==> src/rtl/roce_meta_arbiter.sv <==
// Round-robin merge of per-requester meta commands onto one RoCE tx meta stream.
// An issue-order FIFO steers the in-order completion status back to the issuing requester.
module roce_meta_arbiter #(
    parameter int NUM_REQ         = 2,
    parameter int C_META_WIDTH    = 256,
    parameter int C_STATUS_WIDTH  = 512,
    parameter int MAX_OUTSTANDING = 8,
    parameter int ORDER_DEPTH     = 16
) (
    input  logic                            ap_clk,
    input  logic                            areset,
    input  logic                            enable,
    input  logic [NUM_REQ-1:0]              s_axis_req_meta_tvalid,
    output logic [NUM_REQ-1:0]              s_axis_req_meta_tready,
    input  logic [NUM_REQ*C_META_WIDTH-1:0] s_axis_req_meta_tdata,
    output logic                            m_axis_tx_meta_tvalid,
    input  logic                            m_axis_tx_meta_tready,
    output logic [C_META_WIDTH-1:0]         m_axis_tx_meta_tdata,
    output logic [C_META_WIDTH/8-1:0]       m_axis_tx_meta_tkeep,
    output logic                            m_axis_tx_meta_tlast,
    input  logic                            s_axis_tx_status_tvalid,
    output logic                            s_axis_tx_status_tready,
    input  logic [C_STATUS_WIDTH-1:0]       s_axis_tx_status_tdata,
    output logic [NUM_REQ-1:0]              req_done,
    output logic [NUM_REQ*4-1:0]            req_outstanding,
    output logic                            arb_idle
);

    localparam int          IDW  = (NUM_REQ > 1) ? $clog2(NUM_REQ) : 1;
    localparam int          AW   = $clog2(ORDER_DEPTH);
    localparam int unsigned NREQ = NUM_REQ;

    typedef enum logic {S_IDLE, S_SEND} state_t;

    state_t                  state_q, state_d;
    logic [IDW-1:0]          last_grant_q;
    logic [IDW-1:0]          fifo_q [ORDER_DEPTH];
    logic [AW:0]             wr_ptr_q, rd_ptr_q;
    logic [3:0]              cnt_q [NUM_REQ];
    logic [3:0]              cnt_d [NUM_REQ];
    logic [NUM_REQ-1:0]      done_q;
    logic [C_META_WIDTH-1:0] tdata_q;

    logic                    fifo_empty, fifo_full, push, pop, any_elig;
    logic [IDW-1:0]          head_id, winner;
    logic [NUM_REQ-1:0]      elig;
    logic                    unused_status;

    assign unused_status = ^s_axis_tx_status_tdata;

    assign fifo_empty = (wr_ptr_q == rd_ptr_q);
    assign fifo_full  = (wr_ptr_q[AW] != rd_ptr_q[AW]) && (wr_ptr_q[AW-1:0] == rd_ptr_q[AW-1:0]);
    assign head_id    = fifo_q[rd_ptr_q[AW-1:0]];

    assign s_axis_tx_status_tready = !fifo_empty && !areset;
    assign pop = s_axis_tx_status_tvalid && s_axis_tx_status_tready;

    // A completion landing this cycle frees a count slot and a FIFO slot for the same-cycle grant.
    always_comb begin
        elig = '0;
        for (int unsigned i = 0; i < NREQ; i++) begin
            elig[i] = s_axis_req_meta_tvalid[i] && enable && !areset
                   && ((cnt_q[i] < 4'(MAX_OUTSTANDING)) || (pop && head_id == IDW'(i)))
                   && (!fifo_full || pop);
        end
    end

    always_comb begin
        int unsigned idx;
        idx      = 0;
        any_elig = 1'b0;
        winner   = last_grant_q;
        for (int unsigned k = 1; k <= NREQ; k++) begin
            idx = (32'(last_grant_q) + k) % NREQ;
            if (!any_elig && elig[IDW'(idx)]) begin
                any_elig = 1'b1;
                winner   = IDW'(idx);
            end
        end
    end

    always_ff @(posedge ap_clk) begin
        if (areset) state_q <= S_IDLE;
        else        state_q <= state_d;
    end

    always_comb begin
        state_d = state_q;
        case (state_q)
            S_IDLE:  if (any_elig) state_d = S_SEND;
            S_SEND:  if (m_axis_tx_meta_tready) state_d = S_IDLE;
            default: state_d = S_IDLE;
        endcase
    end

    always_comb begin
        s_axis_req_meta_tready = '0;
        m_axis_tx_meta_tvalid  = 1'b0;
        push                   = 1'b0;
        case (state_q)
            S_IDLE: begin
                if (any_elig) begin
                    s_axis_req_meta_tready[winner] = 1'b1;
                    push = 1'b1;
                end
            end
            S_SEND:  m_axis_tx_meta_tvalid = 1'b1;
            default: ;
        endcase
    end

    always_comb begin
        for (int unsigned i = 0; i < NREQ; i++) begin
            cnt_d[i] = cnt_q[i] + 4'(push && winner == IDW'(i)) - 4'(pop && head_id == IDW'(i));
        end
    end

    always_ff @(posedge ap_clk) begin
        if (areset) begin
            last_grant_q <= IDW'(NUM_REQ - 1);
            wr_ptr_q     <= '0;
            rd_ptr_q     <= '0;
            tdata_q      <= '0;
            done_q       <= '0;
            for (int unsigned i = 0; i < NREQ; i++) cnt_q[i] <= '0;
        end else begin
            done_q <= '0;
            if (push) begin
                last_grant_q <= winner;
                wr_ptr_q     <= wr_ptr_q + 1'b1;
                tdata_q      <= s_axis_req_meta_tdata[int'(winner)*C_META_WIDTH +: C_META_WIDTH];
            end
            if (pop) begin
                rd_ptr_q        <= rd_ptr_q + 1'b1;
                done_q[head_id] <= 1'b1;
            end
            for (int unsigned i = 0; i < NREQ; i++) cnt_q[i] <= cnt_d[i];
        end
    end

    always_ff @(posedge ap_clk) begin
        if (push) fifo_q[wr_ptr_q[AW-1:0]] <= winner;
    end

    always_comb begin
        req_outstanding = '0;
        for (int unsigned i = 0; i < NREQ; i++) req_outstanding[i*4 +: 4] = cnt_q[i];
    end

    assign req_done             = done_q;
    assign m_axis_tx_meta_tdata = tdata_q;
    assign m_axis_tx_meta_tkeep = '1;
    assign m_axis_tx_meta_tlast = 1'b1;
    assign arb_idle             = (state_q == S_IDLE) && fifo_empty && (req_outstanding == '0);

endmodule

==> config.mk <==
export PLATFORM = sky130hd
export DESIGN_NAME = roce_meta_arbiter
export DESIGN_NICKNAME = d
export VERILOG_FILES = /design/src/rtl/roce_meta_arbiter.sv
export SDC_FILE = /design/constraint.sdc
export NUM_CORES = 1
export LEC_CHECK = 0
export BUFFER_PORTS_ARGS = -buffer_cell sky130_fd_sc_hd__buf_2
export CAP_MARGIN = 20
export CORE_AREA = 2 2 522 524
export CTS_CLUSTER_SIZE = 16
export DETAILED_ROUTE_END_ITERATION = 10
export DIE_AREA = 0 0 524 526
export HOLD_SLACK_MARGIN = 0.08
export PLACE_DENSITY = 0.3
export SLEW_MARGIN = 20
export SYNTH_ARGS = -nofsm -noshare
export SYNTH_HDL_FRONTEND = slang
export SYNTH_SLANG_ARGS = --single-unit
==> constraint.sdc <==
create_clock -name ap_clk -period 4 [get_ports ap_clk]
set_input_delay 0 -clock ap_clk [delete_from_list [all_inputs] [get_ports ap_clk]]
set_output_delay 0 -clock ap_clk [all_outputs]
set_load 0.02 [all_outputs]
# Word level (Yosys, flattened, before mapping)
# Memories as Yosys holds them, arrays and structs flattened. A register that Yosys moved wholly into a read port is not among the register bits.
# Cells that the tools add are included.
[totals]
n_memories = 2
elab_cells = 91
out_inout_bits = 304
mem_bits_rw = 24
input_bits = 1031
regBits = 270
[op_classes]
addsub = 8
n_eq_ne = 3
mux = 28
n_reduce_logical = 29
shift = 1
order_cmp = 8
bitwise_logic = 6
[mem_list]
columns = ["memory", "depth", "word_bits", "rd", "rd_clocked_by_memory_dff", "wr", "line", "text"]
rows = [
  ["fifo_q", 16, 1, 1, 1, 1, "37", "logic [IDW-1:0] fifo_q [ORDER_DEPTH];"],
  ["cnt_q", 2, 4, 2, 0, 2, "39", "logic [3:0] cnt_q [NUM_REQ];"],
]
[op_table]
columns = ["op", "count"]
rows = [
  ["512-bit by 10-bit variable part select with 256-bit output", 1],
  ["1-bit logical AND", 20],
  ["1-bit 2-to-1 mux", 19],
  ["4-bit 2-to-1 mux", 4],
  ["5-bit by 1-bit adder with 5-bit output (second input constant)", 2],
  ["4-bit by 1-bit adder with 4-bit output", 2],
  ["8-bit logical NOT", 1],
  ["1-bit by 2-bit less-than comparator with 1-bit output (second input constant)", 4],
  ["4-bit less-than comparator (second input constant)", 2],
  ["4-bit by 1-bit subtractor with 4-bit output", 2],
  ["5-bit == test", 1],
  ["4-bit == test", 1],
  ["1-bit logical NOT", 4],
  ["2-bit 2-to-1 mux", 2],
  ["1-bit NOT", 4],
  ["1-bit logical OR", 3],
  ["1-bit adder (second input constant)", 2],
  ["1-bit demux with 1-bit select", 2],
  ["1-bit greater-or-equal comparator (second input constant)", 2],
  ["1-bit OR", 2],
  ["1-bit case mux with 2 select lines", 1],
  ["2-bit OR reduction", 1],
  ["1-bit inequality test", 1],
]

# Logic depth before layout (Yosys ltp)
# Gate-level depths: netlist of the first run.
[depth]
depth_word = 20
ltp_mapped = 15
mapped_depth_nobuf = 11

# Least setup slack after synthesis of the first run
# No wires, ideal clock.
[synth_timing]
path_type = "register -> register"
start = "reg (tool-made name)"
end = "mem cnt_q[0][1]"
slack_ns = 0.911
n_path_buf = 3
required_time_ns = 3.872
setup_time_ns = 0.128
period_less_slack_ns = 3.089
arrival_ns = 2.961
path_stages_with_launch = 13
cell_sequence = "dfxtp_1 > buf_2 > mux4_2 > a22oi_2 > o21a_2 > a21oi_1 > o31ai_2 > buf_4 > clkbuf_1 > nor2b_1 > ha_1 > fa_1 > nor2b_1"
[synth_rtl]
columns = ["item", "line"]
rows = [
  ["to (decl)", "39"],
]

==> results of run 1 <==
==> worst reg2reg max path, stage by stage (launching register included) <==
cell	delay, ns
dfxtp_1	0.51
mux4_2	0.27
mux2i_1	0.11
o211a_1	0.27
a211o_1	0.32
o311ai_4	0.29
buf_4	0.19
buf_12	0.18
buf_4	0.35
mux2i_1	0.30
buf_4	0.23
a21oi_1	0.09
dlygate4sd3_1	0.57
==> final cells by class <==
cell class / instances / area, µm² / area share, %
clock inverter: 13 / 68.82 / 0.2443
clock buffer: 62 / 1240 / 4.403
antenna: 54 / 135.1 / 0.4798
timing repair buffer: 1362 / 9713 / 34.49
tap: 3570 / 4467 / 15.86
inverter: 19 / 78.83 / 0.2799
sequential: 298 / 6130 / 21.76
multi-input combinational: 937 / 6331 / 22.48
==> timing repair <==
item | 4_1_cts | 5_1_grt
setup endpoints to repair | 0 | 52
endpoints found under the hold margin | 279 | 0
gates resized for setup | 0 | 5
setup buffers | 0 | 2
hold buffers | 521 | 0
==> synthesized netlist by cell type, types with 2 or more instances <==
| library cell | n | area share [%] |
|---|---|---|
| xor2_1 | 4 | 0.26 |
| nand2_1 | 13 | 0.36 |
| buf_1 | 2 | 0.056 |
| nand2b_1 | 3 | 0.14 |
| dfxtp_1 | 282 | 42 |
| edfxtp_1 | 16 | 3.6 |
| buf_8 | 9 | 1.0 |
| nor2_1 | 28 | 0.79 |
| o21a_1 | 2 | 0.11 |
| buf_2 | 34 | 1.3 |
| nor3_1 | 6 | 0.22 |
| mux2i_1 | 261 | 20 |
| fa_1 | 2 | 0.30 |
| o31ai_1 | 2 | 0.11 |
| ha_1 | 15 | 1.4 |
| buf_4 | 44 | 2.5 |
| nand4_1 | 6 | 0.28 |
| a21oi_1 | 259 | 9.7 |
| a21o_1 | 3 | 0.17 |
| clkbuf_1 | 54 | 1.5 |
| buf_6 | 11 | 0.93 |
| o21ai_0 | 207 | 7.7 |
| xnor2_1 | 11 | 0.72 |
| inv_1 | 18 | 0.51 |
| nor2b_1 | 9 | 0.42 |
| o21ai_1 | 51 | 1.9 |
| and2_1 | 5 | 0.23 |
| mux4_2 | 6 | 1.0 |
==> metal layers <==
metal,global-route usage [%],part of all wire [%],vias up
li1,-,-,7546
met1,7.286,33,7098
met2,12.71,45,764
met3,5.272,15,341
met4,4.108,6.0,122
met5,0,0.68,-
==> stage by stage <==
step,hold slack [ns],power (mW)
floorplan,0.1971,5.672
global placement,0.2878,7.087
detailed placement,0.2930,7.088
CTS,0.1150,11.83
global route,0.1708,12.22
finish,0.2023,11.52
==> state kept, by name, summed over array words and instances, names as in the netlist, named ones only <==
signal                flops
m_axis_tx_meta_tdata    256
fifo_q                   16
cnt_q                     8
rd_ptr_q                  5
wr_ptr_q                  5
req_done                  2
last_grant_q              1
state_q                   1
==> worst min-delay path by stage <==
stage | start | end | slack (ns)
2_1_floorplan | s_axis_req_meta_tdata[0] | m_axis_tx_meta_tdata[0] | 0.20
6_report | s_axis_req_meta_tdata[458] | m_axis_tx_meta_tdata[202] | 0.20
3_5_place_dp | s_axis_req_meta_tdata[209] | m_axis_tx_meta_tdata[209] | 0.29
3_3_place_gp | s_axis_req_meta_tdata[221] | m_axis_tx_meta_tdata[221] | 0.29
5_1_grt | s_axis_req_meta_tdata[54] | m_axis_tx_meta_tdata[54] | 0.17
4_1_cts | s_axis_req_meta_tdata[328] | m_axis_tx_meta_tdata[72] | 0.11
==> logic make-up after synthesis <==
| logic type | Yosys count |
|---|---|
| adders and majority gates | 17 |
| xor gates and xnor gates | 15 |
| AOI/OAI and AO/OA | 534 |
| DFF | 298 |
| buffers and inverters | 174 |
| and+or+nand+nor | 71 |
| muxes | 267 |
| other | 1 |
==> power breakdown <==
part	internal, mW	leakage [nW]	switching (mW)	total [mW]
combinational	1.84	9.48	2.24	4.08
sequential	3.42	2.46	0.215	3.63
clock	2.13	0.638	1.67	3.80
total	7.39	12.6	4.12	11.5
==> qor.yml, run 1 <==
path_cells: "mux4_2 -> mux2i_1 -> o211a_1 -> a211o_1 -> o311ai_4 -> buf_4 -> buf_12 -> buf_4 -> mux2i_1 -> buf_4 -> a21oi_1 -> dlygate4sd3_1"
numClockSinks: 298
drv_slew: 0
routed_wl_um: 111500
nets: 3708
synth-compound-area-share_pct: 20.52
final_util_pct: 10.44
antenna_found_initial: 132
grt_pass1_wl_um: 141500
synthToLayoutAreaGrowth_pct: 110.6
tightest_slew_ns: 0.7098
startpoint_type: "flop"
ys_warn_count: 0
start_util_pct: 4.957
power_density_nw_per_um2: 408.9
synth-simple-area-share_pct: 2.489
ys_seq_area_share_pct: 45.80
die_area_um2: 275600
min_path_type: "primary input to flop"
worst_path_max_delay_cell: "dlygate4sd3_1"
h-tree-depth: 2
arrival_ns: 4.32
synth-seq-cells: 298
synth_top_family_by_area: "multiplexers"
max_stage_delay_ns: 0.57
status: "finished clean"
fin_crit_ns: 3.792
setup_viol: 0
peakVddDrop_mv: 0.3123
avgSynthCellArea_um2: 9.712
dp_worst_setup_slack_ns: 0.4982
antenna_left: 0
synth_cells: 1377
crit_type: "flop to flop"
pin_count: 1335
gr-total-overflow: 0
worstPathMaxFanout: 17
drive_above_1_share_pct: 34.04
required_ns: 4.52
critPathCaptureType: "flop"
skew_ns: 0.01917
cp_common_cell: "buf_4"
die_w_um: 524
layout_common_cells: "buf_2 (789), dlygate4sd3_1 (521), dfxtp_1 (279)"
max_cap_viol_count: 0
worstHoldPathCells: 4
port_buffers: 789
crit_buf_inv: 5
reg2reg_slack_ns: 0.21
cts_buffers: 42
gp_congestion: 0.7862
vias: 15870
grt_util_all_layers_pct: 7.775
drt_pre_antenna_iters: 5
timing.final.crit_share_pct: 94.80
clockBufferDepth: 3
synth_edf_count: 16
avgViaCountPerCell: 2.513
placed_area_um2: 21460
path_delay_family: "buffers and inverters"
die_y_um: 526
crit_path_end: "m_axis_tx_meta_tdata[252]"
async_flop_share_pct: 0
grt_max_degree: 95
core_area_um2: 269800
drt-initial-drc-count: 536
synthMuxAreaShare_pct: 20.54
yosys.area_share.xor_xnor_pct: 0.9823
reg2reg_to: "m_axis_tx_meta_tdata[252]"
drt-wirelength-per-cell_um: 17.65
leakage_nw: 12.58
syn_area_um2: 13370
fin_setup_tns_ns: 0
rows: 191
rsz0062_at_grt: "false"
path_depth: 12
grt_pass1_vias: 15770
root_buffer: "clkbuf_16"
fillers: 31300
drc: 0
synth.distinct_cells: 42
clk_pin_slew_ns: 0.06
finish.instance_area_um2: 28160
cts_tree: "built"
synth-adder-area-share_pct: 1.703
max_freq_mhz: 263.7
final_cells: 6315
final_common_cell: "buf_2"
synth_ff_type: "dfxtp_1"
hold_violations: 0
clock_latency_ns: 0.64
hpwl_um: 93150
rr_worst_depth: 12
worst_slack_ns: 0.2079
slew_headroom_pct: 52.68
dp.cells: 5662
(Power assumes the default switching activity.)
==> run 2: changes to the inputs <==
--- a/config.mk
+++ b/config.mk
@@ -7,10 +7,12 @@
 export LEC_CHECK = 0
 export BUFFER_PORTS_ARGS = -buffer_cell sky130_fd_sc_hd__buf_2
 export CAP_MARGIN = 20
-export CORE_AREA = 2 2 522 524
-export CTS_CLUSTER_SIZE = 16
+export CELL_PAD_IN_SITES_DETAIL_PLACEMENT = 0
+export CELL_PAD_IN_SITES_GLOBAL_PLACEMENT = 1
+export CORE_AREA = 2 2 513 515
+export CTS_CLUSTER_SIZE = 30
 export DETAILED_ROUTE_END_ITERATION = 10
-export DIE_AREA = 0 0 524 526
+export DIE_AREA = 0 0 515 517
 export HOLD_SLACK_MARGIN = 0.08
 export PLACE_DENSITY = 0.3
 export SLEW_MARGIN = 20
==> run 2 against run 1 <==
  * Sequential cell count stayed put
  * Critical path type unchanged
  * Register-to-register slack worse by 0.02 ns
  * Via count is 3.7% lower
  * Cell area is 0.66% lower
  * Die area is 3.4% lower
==> qor.yml, run 2 (synthesized netlist as in run 1, its figures left out) <==
hpwl_um: 79010  # -15%
port_buffers: 789  # unchanged
grt_max_degree: 105  # +11%
timing.final.crit_share_pct: 95.35  # +0.54 points
comb_power_share_pct: 35.1  # -0.3 points
hold_slack_ns: 0.1581  # -0.04427 ns
final_common_cell: "buf_2"
crit_type: "flop to flop"
max_cap_viol_count: 0  # unchanged
cts_buffers: 45  # +7.1%
startpoint_type: "flop"
arrival_ns: 4.35  # +0.03 ns
fin_setup_tns_ns: 0  # unchanged
min_path_type: "primary input to flop"
gp_congestion: 0.7673  # -2.4%
drv_slew: 0  # unchanged
peakVddDrop_mv: 0.2369  # -24%
gr-total-overflow: 0  # unchanged
worst_path_max_delay_cell: "dlygate4sd3_1"
numClockSinks: 298  # unchanged
start_util_pct: 5.122  # +0.17 points
hold_violations: 0  # unchanged
root_buffer: "clkbuf_16"
p_int_mw: 7.394  # about the same
status: "finished clean"
drt-initial-drc-count: 465  # -13%
synthToLayoutAreaGrowth_pct: 109.2
vias: 15280  # -3.7%
tightest_slew_ns: 0.7934  # +0.08354 ns
crit_buf_inv: 4  # -1
rows: 188  # -1.6%
pin_count: 1335  # unchanged
setup_viol: 0  # unchanged
die_y_um: 517  # -1.7%
die_area_um2: 266300  # -3.4%
max_stage_delay_ns: 0.57  # about the same
antenna_left: 0  # unchanged
skew_ns: 0.03684  # +0.01767 ns
worstPathMaxFanout: 15  # -2
drive_above_1_share_pct: 33.72  # -0.32 points
required_ns: 4.54  # +0.02 ns
p_sw_share_pct: 35.63  # -0.16 points
antenna_found_initial: 73  # -45%
clockBufferDepth: 3  # unchanged
path_delay_family: "buffers and inverters"
switching_power_mw: 4.092  # -0.70%
leakage_nw: 12.55  # -0.21%
slew_headroom_pct: 47.11  # -5.6 points
clk_pin_slew_ns: 0.06  # about the same
routed_wl_um: 97350  # -13%
path_cells: "mux4_2 -> mux2i_1 -> o211a_1 -> a211o_1 -> o311ai_4 -> buf_12 -> buf_4 -> mux2i_1 -> dlygate4sd3_1 -> a21oi_1 -> dlygate4sd3_1"
fin_crit_ns: 3.814  # +0.02179 ns
h-tree-depth: 2  # unchanged
avgViaCountPerCell: 2.479  # -1.4%
pwr-share-seq_pct: 31.6  # about the same
drt-wirelength-per-cell_um: 15.79  # -11%
max_freq_mhz: 262.2  # -0.57%
nets: 3700  # -0.22%
grt_pass1_wl_um: 126700  # -10%
clock_latency_ns: 0.65  # about the same
power_density_nw_per_um2: 410.5  # +0.40%
die_w_um: 515  # -1.7%
cts_tree: "built"
fillers: 30370  # -3.0%
grt_util_all_layers_pct: 6.936  # -0.84 points
drc: 0  # unchanged
core_area_um2: 261100  # -3.2%
largest_reg_flops: 256  # unchanged
drt_pre_antenna_iters: 4  # -1
critPathCaptureType: "flop"
grt_pass1_vias: 15290  # -3.1%
clock_power_share_pct: 33.4  # +0.4 points
layout_common_cells: "buf_2 (789), dlygate4sd3_1 (519), dfxtp_1 (280)"
[run 2: cell count changes in the layout (fill, tap and decap cells not counted), moves of 2 or more]
cell | previous run | this run
clkinv_2 | 7 | 4
buf_4 | 39 | 27
buf_12 | 11 | 16
clkbuf_1 | 12 | 15
clkinv_1 | 3 | 5
inv_6 | 0 | 3
dlygate4sd3_1 | 521 | 519
diode_2 | 54 | 62
clkinvlp_4 | 3 | 1
[run 2: path summary, 6_finish.rpt]
check,depth (start not counted),slack [ns],to,start
max,11,0.19,m_axis_tx_meta_tdata[112],flop
max reg2reg,11,0.19,m_axis_tx_meta_tdata[112],flop
min reg2reg,1,0.52,wr_ptr_q[4],wr_ptr_q[4]
min,7,0.16,wr_ptr_q[0],s_axis_req_meta_tvalid[1]
[run 2: what timing repair did]
item | 4_1_cts | 5_1_grt
buffers inserted | 0 | 3
hold buffers | 519 | 0
hold endpoints to repair | 280 | 0
setup endpoints to repair | 0 | 76
resized for setup | 0 | 3
[run 2: area by class of cell]
cell class | instances | area, µm² | share of cell area [%]
antenna | 62 | 155.1 | 0.5545
clock buffer | 64 | 1237 | 4.423
clock inverter | 15 | 101.3 | 0.3622
inverter | 19 | 78.83 | 0.2817
multi-input combinational | 937 | 6331 | 22.63
sequential | 298 | 6128 | 21.90
tap | 3420 | 4279 | 15.29
timing repair buffer | 1351 | 9667 | 34.55
[run 2: per-layer routing]
layer,wire length (µm),track usage [%],vias up,share of wire [%]
li1,-,-,7562,-
met1,36550,7.189,6881,38
met2,48580,12.23,639,50
met3,8385,2.906,170,8.6
met4,3624,2.942,32,3.7
met5,210,0,-,0.22
[run 2: worst min-delay path: stages]
cell	delay, ns
buf_2	0.09
inv_1	0.06
a2111o_1	0.13
o31ai_4	0.12
buf_12	0.17
xnor2_1	0.14
nor2_1	0.04
[run 2: stage by stage]
stage,utilization (%),cells,cell area (µm²),setup WS [ns],total power [mW]
2_1_floorplan,-,1409,13490,0.9109,5.672
3_3_place_gp,8.142,5503,21260,0.3527,7.083
3_5_place_dp,8.142,5503,21260,0.3856,7.058
4_1_cts,10.64,6101,27790,0.01217,11.84
5_1_grt,10.67,6122,27870,-0.004922,12.26
6_report,10.72,6166,27980,0.1861,11.49
[run 2: power by group through the flow]
stage	registers (mW)	clock network, mW	logic, mW
after global placement	3.68	0	3.40
after detailed placement	3.69	0	3.37
after CTS	3.63	4.08	4.12
after global routing	3.68	4.18	4.40
final	3.63	3.83	4.03
after floorplan	4.17	0	1.51
